## config.mk

```make
export PLATFORM = sky130hd
export DESIGN_NAME = mem_stage
export DESIGN_NICKNAME = d
export VERILOG_FILES = /design/src/rtl/mem_stage.sv
export SDC_FILE = /design/constraint.sdc
export NUM_CORES = 1
export LEC_CHECK = 0
export CORE_AREA = 3 3 125 127
export DETAILED_ROUTE_END_ITERATION = 8
export DIE_AREA = 0 0 128 130
export GPL_TIMING_DRIVEN = 0
export PLACE_DENSITY = 0.71
export SYNTH_ARGS = -nofsm -noshare
export SYNTH_HDL_FRONTEND = slang
export SYNTH_SLANG_ARGS = --single-unit
export TNS_END_PERCENT = 100
```

## constraint.sdc

```tcl
create_clock -name clk -period 1.62 [get_ports clk]
set_input_delay 0.162 -clock clk [delete_from_list [all_inputs] [get_ports clk]]
set_output_delay 0.162 -clock clk [all_outputs]
set_load 0.02 [all_outputs]
```

## src/rtl/mem_stage.sv

```systemverilog
// Memory-access stage of the RV32I pipeline.
// Issues req/gnt/rvalid data-memory transactions, builds byte enables and
// replicated store lanes, aligns and extends load data, flags misaligned
// accesses, stalls upstream while an access is outstanding, and owns the
// MEM/WB pipeline register.
module mem_stage #(
    parameter int XLEN = 32
) (
    input  logic            clk,
    input  logic            rst_n,
    input  logic            ex_mem_valid,
    input  logic [XLEN-1:0] ex_mem_alu_result,
    input  logic [XLEN-1:0] ex_mem_store_data,
    input  logic            ex_mem_mem_read,
    input  logic            ex_mem_mem_write,
    input  logic [2:0]      ex_mem_funct3,
    input  logic [4:0]      ex_mem_rd,
    input  logic            ex_mem_reg_write,
    input  logic [1:0]      ex_mem_wb_mux_sel,
    input  logic [XLEN-1:0] ex_mem_pc_plus_4,
    output logic            dmem_req,
    output logic            dmem_we,
    output logic [XLEN-1:0] dmem_addr,
    output logic [3:0]      dmem_be,
    output logic [XLEN-1:0] dmem_wdata,
    input  logic            dmem_gnt,
    input  logic            dmem_rvalid,
    input  logic [XLEN-1:0] dmem_rdata,
    output logic            mem_stall,
    output logic            mem_misaligned,
    output logic            mem_wb_valid,
    output logic            mem_wb_reg_write,
    output logic [4:0]      mem_wb_rd,
    output logic [1:0]      mem_wb_wb_mux_sel,
    output logic [XLEN-1:0] mem_wb_alu_result,
    output logic [XLEN-1:0] mem_wb_pc_plus_4,
    output logic [XLEN-1:0] dmem_read_data
);

    localparam logic [1:0] ST_IDLE        = 2'd0;
    localparam logic [1:0] ST_WAIT_GNT    = 2'd1;
    localparam logic [1:0] ST_WAIT_RVALID = 2'd2;

    // Byte enables for the access size; the shift walks the lane mask
    // across the word by the byte offset.
    function automatic logic [3:0] store_be(input logic [1:0] size, input logic [1:0] off);
        case (size)
            2'b00:   return 4'b0001 << off;
            2'b01:   return 4'b0011 << off;
            default: return 4'b1111;
        endcase
    endfunction

    // Store data replicated across every lane so the byte enables alone
    // select where it lands.
    function automatic logic [31:0] store_lanes(input logic [1:0] size, input logic [31:0] sd);
        case (size)
            2'b00:   return {4{sd[7:0]}};
            2'b01:   return {2{sd[15:0]}};
            default: return sd;
        endcase
    endfunction

    // Pull the addressed byte/half down to bit 0 and extend it.
    function automatic logic [31:0] extract_load(input logic [31:0] rdata, input logic [1:0] off,
                                                 input logic [2:0] f3);
        logic [31:0] sh;
        sh = rdata >> {off, 3'b000};
        case (f3)
            3'b000:  return {{24{sh[7]}}, sh[7:0]};
            3'b001:  return {{16{sh[15]}}, sh[15:0]};
            3'b100:  return {24'h000000, sh[7:0]};
            3'b101:  return {16'h0000, sh[15:0]};
            default: return rdata;
        endcase
    endfunction

    logic [1:0]      state_r;
    logic [1:0]      state_nxt_s;
    logic            mem_op_s;
    logic            misaligned_s;
    logic            issue_s;
    logic            req_s;
    logic            stall_s;
    logic            load_done_s;
    logic [1:0]      byte_off_s;

    logic            misaligned_r;
    logic            wb_valid_r;
    logic            wb_reg_write_r;
    logic [4:0]      wb_rd_r;
    logic [1:0]      wb_mux_sel_r;
    logic [XLEN-1:0] wb_alu_result_r;
    logic [XLEN-1:0] wb_pc_plus_4_r;
    logic [XLEN-1:0] read_data_r;

    assign byte_off_s = ex_mem_alu_result[1:0];
    assign mem_op_s   = ex_mem_valid & (ex_mem_mem_read | ex_mem_mem_write);

    // Halfwords must be 2-byte aligned and words 4-byte aligned; other sizes are never flagged.
    always_comb begin
        misaligned_s = 1'b0;
        case (ex_mem_funct3[1:0])
            2'b01:   misaligned_s = byte_off_s[0];
            2'b10:   misaligned_s = (byte_off_s != 2'b00);
            default: misaligned_s = 1'b0;
        endcase
    end

    assign issue_s = mem_op_s & ~misaligned_s;

    // Handshake FSM: decides request, stall and the next state.
    always_comb begin
        state_nxt_s = state_r;
        req_s       = 1'b0;
        stall_s     = 1'b0;
        load_done_s = 1'b0;
        case (state_r)
            ST_IDLE: begin
                if (issue_s) begin
                    req_s = 1'b1;
                    if (dmem_gnt) begin
                        if (ex_mem_mem_write) begin
                            state_nxt_s = ST_IDLE;
                        end else begin
                            state_nxt_s = ST_WAIT_RVALID;
                            stall_s     = 1'b1;
                        end
                    end else begin
                        state_nxt_s = ST_WAIT_GNT;
                        stall_s     = 1'b1;
                    end
                end else begin
                    state_nxt_s = ST_IDLE;
                end
            end
            ST_WAIT_GNT: begin
                req_s   = 1'b1;
                stall_s = 1'b1;
                if (dmem_gnt) begin
                    if (ex_mem_mem_write) begin
                        state_nxt_s = ST_IDLE;
                        stall_s     = 1'b0;
                    end else begin
                        state_nxt_s = ST_WAIT_RVALID;
                    end
                end else begin
                    state_nxt_s = ST_WAIT_GNT;
                end
            end
            ST_WAIT_RVALID: begin
                stall_s = ~dmem_rvalid;
                if (dmem_rvalid) begin
                    state_nxt_s = ST_IDLE;
                    load_done_s = 1'b1;
                end else begin
                    state_nxt_s = ST_WAIT_RVALID;
                end
            end
            default: begin
                state_nxt_s = ST_IDLE;
            end
        endcase
    end

    // State register; reset abandons any outstanding access.
    always_ff @(posedge clk or negedge rst_n) begin
        if (!rst_n) begin
            state_r <= ST_IDLE;
        end else begin
            state_r <= state_nxt_s;
        end
    end

    // MEM/WB register: bubble while stalled, squash rd write on misaligned ops.
    always_ff @(posedge clk or negedge rst_n) begin
        if (!rst_n) begin
            misaligned_r    <= 1'b0;
            wb_valid_r      <= 1'b0;
            wb_reg_write_r  <= 1'b0;
            wb_rd_r         <= 5'd0;
            wb_mux_sel_r    <= 2'd0;
            wb_alu_result_r <= {XLEN{1'b0}};
            wb_pc_plus_4_r  <= {XLEN{1'b0}};
            read_data_r     <= {XLEN{1'b0}};
        end else begin
            wb_rd_r         <= ex_mem_rd;
            wb_mux_sel_r    <= ex_mem_wb_mux_sel;
            wb_alu_result_r <= ex_mem_alu_result;
            wb_pc_plus_4_r  <= ex_mem_pc_plus_4;
            misaligned_r    <= (state_r == ST_IDLE) & mem_op_s & misaligned_s;
            if (stall_s) begin
                wb_valid_r     <= 1'b0;
                wb_reg_write_r <= 1'b0;
            end else begin
                wb_valid_r     <= ex_mem_valid;
                wb_reg_write_r <= ex_mem_valid & ex_mem_reg_write & ~(mem_op_s & misaligned_s);
            end
            if (load_done_s) begin
                read_data_r <= extract_load(dmem_rdata, byte_off_s, ex_mem_funct3);
            end else begin
                read_data_r <= {XLEN{1'b0}};
            end
        end
    end

    // Request and stall are forced low while reset is held.
    assign dmem_req   = req_s & rst_n;
    assign mem_stall  = stall_s & rst_n;
    assign dmem_we    = ex_mem_mem_write;
    assign dmem_addr  = {ex_mem_alu_result[XLEN-1:2], 2'b00};
    assign dmem_be    = store_be(ex_mem_funct3[1:0], byte_off_s);
    assign dmem_wdata = store_lanes(ex_mem_funct3[1:0], ex_mem_store_data);

    assign mem_misaligned    = misaligned_r;
    assign mem_wb_valid      = wb_valid_r;
    assign mem_wb_reg_write  = wb_reg_write_r;
    assign mem_wb_rd         = wb_rd_r;
    assign mem_wb_wb_mux_sel = wb_mux_sel_r;
    assign mem_wb_alu_result = wb_alu_result_r;
    assign mem_wb_pc_plus_4  = wb_pc_plus_4_r;
    assign dmem_read_data    = read_data_r;

endmodule

```

[After elaboration in Yosys (flattened, before gate mapping)]
Index checks and enable logic that the tools add are counted.
Word-level totals
  output and inout bits: 177
  input bits: 146
  word-level logic and storage cells: 56
  bits in registers: 108
Cells by class
  shifts and indexed selects: 3
  bitwise logic cells: 13
  equal/unequal tests: 7
  multiplexer cells: 20
  reduce and logical (&&, ||, !) cells: 4
Operators with widths (count)
  $pmux W32 S4: 1
  $pmux W32 S2: 1
  $mux W32: 1
  $shr A32 B5 Y16: 1
  $and A1 B1 Y1: 9
  $mux W1: 8
  $mux W2: 4
  $pmux W4 S2: 1
  $eq A3 B3 Y1 const B: 2
  $pmux W2 S3: 1
  $eq A2 B1 Y1 const B: 2
  $eq A2 B2 Y1 const B: 2
  $logic_not A2 Y1: 2
  $pmux W1 S2: 2
  $shl A1 B2 Y4 const A: 1
  $shl A2 B2 Y4 const A: 1
  $eq A3 B1 Y1 const B: 1
  $logic_not A3 Y1: 1
  $not A1 Y1: 3
  $pmux W1 S3: 1
  $reduce_bool A2 Y1: 1
  $or A1 B1 Y1: 1

[Depth between registers and ports, before layout]
  word-level depth: 7
  gate-level depth with buffers: 8
  depth with buffers taken out: 6

[Worst setup path after synthesis]
No wires, ideal clock.
  kind: input-to-output
  from: input ex_mem_funct3[1]
  to: output dmem_be[1]
  data required time: 1.458 ns
  arrival time: 1.467 ns
  path buffers: 2
  slack: -0.009 ns
  cell stages on the path: 6
  path through: inv_1 ha_1 buf_2 clkbuf_1 nor2_1 o21ai_0
Between the ends
  longest elaborated chain between the ends: 2
RTL lines
  start: declaration: line 16  | input logic [2:0] ex_mem_funct3,
  $eq A2 B1 Y1 / $logic_not A2 Y1 (equally long branches): line 47  | case (size)
  $pmux W4 S2 *: line 47
  end: declaration: line 24  | output logic [3:0] dmem_be,
Every way passes the cells marked *; elsewhere a longest branch is shown, timed or not.

[Final worst setup path]
  from: input ex_mem_funct3[1]
  to: output mem_stall
Between the ends
  longest elaborated chain between the ends: 7
RTL lines
  $eq A2 B2 Y1 / $eq A2 B1 Y1 (equally long branches): line 103  | case (ex_mem_funct3[1:0])
  $pmux W1 S2 *: line 103
  $not A1 Y1 *: line 110  | assign issue_s = mem_op_s & ~misaligned_s;
  $and A1 B1 Y1 *: line 110
  $mux W1 *: line 120  | if (issue_s) begin
  $pmux W1 S3 *: line 118  | case (state_r)
  $and A1 B1 Y1 *: line 209  | assign mem_stall = stall_s & rst_n;
  end: declaration: line 29  | output logic mem_stall,
Marked as above.

==> metrics.cfg <==
[logic_synthesis]
synth.ff_latch_count=108
ys_seq_area_frac=0.617
synth_area_leaders=dfrtp_1 62%, buf_4 7.0%, nand2_1 5.3%
synth_warnings=0
synth_cell_types=38
netlist_area_um2=4380
syn_avg_cell_area_um2=11.7
netlist_instances=375
synth.top_cell.area_share=0.617
yosys.area.top_type=dfrtp_1

[final_layout]
final_layout_size_suffix_gt1_frac=0.194
diodes=0
area_growth_pct=89.5
layout.nets=869
final_cell_area_um2=8290
instances_no_fill=909
fin_util=0.571
n_fill_cell=1186

[clock_network]
cts_tree=yes
clkSlewWorstSetupHoldPaths_ns=0.08
numCtsBuffers=9
cts_sinks=108
cts-root-buf=clkbuf_16
clock_path_buffers=2
clkLatencyLatePin_ns=0.34
cts-htree-levels=3

[floorplanning]
core_area_um2=14500
die_w_um=128
die_height_um=130
std_cell_rows=44
io_pins=323
dieArea_um2=16600
start_util=0.301

[outcome]
status=complete, but fails checks
violations=negative hold slack, negative setup slack

[placed_design]
dp_cells=881
gp_congestion=0.823
port_buffers=320
place_area_um2=7840
dpl.hpwl_mm=13.8

[critical_path]
crit_chain=buf_4 -> inv_4 -> ha_4 -> nand2_4 -> a21bo_4 -> and4bb_2 -> o311a_1 -> buf_6
cpPeakStageDelay_ns=0.34
path_class=in -> out
rr_startpoint=state_r[1]$_DFF_PN0_
crit_family=compound AO/OA/AOI/OAI gates
critPathBufInv=3
crit_required_ns=1.46
critPathLaunchType=input pin
critical_path.max_fanout=5
arrival_ns=1.54
crit_start=ex_mem_funct3[1]
cp_slowest_cell=o311a_1
crit_path_end_kind=output port

[power_and_ir_drop]
switchingPower_mw=1.91
intPower_mw=4.80
power_frac_seq=0.426
max-vdd-ir-drop_mv=0.457
combPwrFrac=0.261
p_sw_frac=0.284
clockPowerShare=0.312
power_density_nw_per_um2=809
leakage_nw=3.86

[detailed_routing]
ant_nets=0
firstDrtPassIters=4
vias=4181
wl_met1_mm=6.07
drt_iter0_drc=144
top_layer=met5
wl_met3_mm=1.52
drc=0
wl_mm=17.3
wl_per_cell_um=19.0
met2RoutedLength_mm=9.49
vias_per_cell=4.60

[sta]
slew_violations=0
hold_ws_ns=-0.192
setup_ws_ns=-0.0819
fmax_mhz=588
relSlewSlack=0.621
clock-skew-final_ns=0.0102
period_needed_ns=1.70
finalCritPeriodShare=1.05
worstMarginPinSlew_ns=0.569
hold_viol=39
setup_viol=1
grt_setup_unrepaired=true

[global_route]
grt_usage=0.200
grt_max_degree=70
grt_pass1_wl_mm=25.0
grt_pass1_vias=4406
antenna_found_initial=1
grt-ovfl-total=0

[flow_run]
cap_violations=0

[hold_path]
hp-class=in -> async

-- synth_stat cells --
| master | count |
|---|---|
| nand2b_1 | 4 |
| o22a_1 | 1 |
| a31oi_1 | 8 |
| mux2i_1 | 11 |
| mux2_2 | 8 |
| nor4_1 | 2 |
| buf_6 | 2 |
| o21ai_0 | 21 |
| a21o_1 | 16 |
| nand2_1 | 62 |
| or2_1 | 1 |
| and3b_1 | 1 |
| a21bo_2 | 1 |
| o311a_1 | 1 |
| a211oi_4 | 1 |
| o41ai_1 | 1 |
| nor3_1 | 2 |
| or2_2 | 1 |
| nor2b_1 | 3 |
| nor3b_1 | 8 |
| and4bb_2 | 1 |
| a32oi_2 | 1 |
| dfrtp_1 | 108 |
| nor2_1 | 6 |
| buf_1 | 1 |
| inv_1 | 5 |
| a22oi_1 | 8 |
| a22o_1 | 8 |
| ha_1 | 3 |
| nor2_2 | 1 |
| clkbuf_1 | 9 |
| buf_2 | 7 |
| clkbuf_2 | 1 |
| conb_1 | 1 |
| buf_4 | 41 |
| a21oi_1 | 17 |
| nand3b_2 | 1 |
| or3b_2 | 1 |
-- final timing paths --
kind,depth (start not counted),end,slack [ns]
setup reg to reg,6,dmem_read_data[17]$_DFF_PN0_,0.22
setup / recovery,8,mem_stall,-0.08
max in group asynchronous,2,dmem_read_data[28]$_DFF_PN0_,1.09
hold reg to reg,1,mem_misaligned$_DFF_PN0_,0.57
min in group clk,1,mem_wb_alu_result[1]$_DFF_PN0_,0.06
hold / removal,1,mem_wb_wb_mux_sel[0]$_DFF_PN0_,-0.19
-- layout by cell type, fill, tap and decap left out, types with 3 or more instances in the layout --
cell	Yosys	layout
nor3b_1	8	8
dlygate4sd2_1	0	11
a22o_1	8	8
buf_4	41	62
clkbuf_16	0	9
dlymetal6s2s_1	0	4
o21ai_0	21	18
buf_6	2	7
inv_1	5	3
mux2_2	8	8
nor2b_1	3	3
a21oi_1	17	15
a22oi_1	8	8
nor2_4	0	3
clkbuf_8	0	3
a31oi_1	8	8
nor2_1	6	4
nand2_1	62	61
nand2b_1	4	3
buf_2	7	18
dfrtp_1	108	108
mux2i_1	11	11
a21o_1	16	16
clkdlybuf4s50_1	0	278
-- layer usage --
layer / vias to the layer above / track usage
li1: 1921 / -
met1: 2015 / 0.214
met2: 225 / 0.384
met3: 18 / 0.0602
met4: 2 / 0.0481
met5: - / 0
-- power groups by stage --
stage          logic, mW  clock network (mW)  registers (mW)
3_5_place_dp        1.73                   0            2.91
6_report            1.75                2.09            2.86
2_1_floorplan      0.519                   0            3.07
3_3_place_gp        1.71                   0            2.91
5_1_grt             1.86                2.28            2.87
4_1_cts             1.76                2.16            2.86
-- timing repair --
| action | 4_1_cts | 5_1_grt |
|---|---|---|
| pin swaps | 5 | 4 |
| endpoints found under the setup margin | 63 | 48 |
| setup buffers | 12 | 2 |
| hold endpoints to repair | 39 | 39 |
| gates resized for setup | 144 | 29 |
-- state kept, by name, summed over array words and instances, names as in the netlist --
| signal | cells |
|---|---|
| dmem_read_data | 32 |
| mem_misaligned | 1 |
| mem_wb_alu_result | 32 |
| mem_wb_pc_plus_4 | 32 |
| mem_wb_rd | 5 |
| mem_wb_reg_write | 1 |
| mem_wb_valid | 1 |
| mem_wb_wb_mux_sel | 2 |
| state_r | 2 |
-- final cells by class --
| type | count | area [µm²] | share of cell area |
|---|---|---|---|
| plain buffers | 59 | 475 | 0.0573 |
| clock buffers | 9 | 225 | 0.0272 |
| clock inverters | 7 | 57.6 | 0.00694 |
| inverters | 5 | 23.8 | 0.00287 |
| multi-input cells | 202 | 1340 | 0.162 |
| flip-flops and latches | 108 | 2700 | 0.326 |
| well taps | 184 | 230 | 0.0278 |
| repair buffers | 335 | 3240 | 0.390 |
-- per-stage QoR --
stage               power [mW]  setup TNS, ns  setup WS, ns  hold WS [ns]
floorplan                 3.59              0        0.0640        -0.134
global placement          4.61        -447.02         -3.88         0.525
detailed placement        4.64         -56.21         -1.34         0.189
CTS                       6.77         -0.148       -0.0973        -0.189
global route              7.01         -0.129        -0.129        -0.168
finish                    6.70        -0.0819       -0.0819        -0.192
-- cell families (layout without fill, tap and decap cells) --
| group | count (synthesis) | after routing | share of synthesized area |
|---|---|---|---|
| adder cells (fa/ha/maj) | 3 | 3 | 0.00858 |
| other | 1 | 2 | 0.000857 |
| AO/OA/AOI/OAI | 84 | 84 | 0.129 |
| AND/OR/NAND/NOR | 94 | 94 | 0.101 |
| multiplexers | 19 | 19 | 0.0457 |
| flip-flops | 108 | 108 | 0.617 |
| buffers and inverters | 66 | 415 | 0.0975 |
Note: power is estimated with default switching activity, not from simulation.
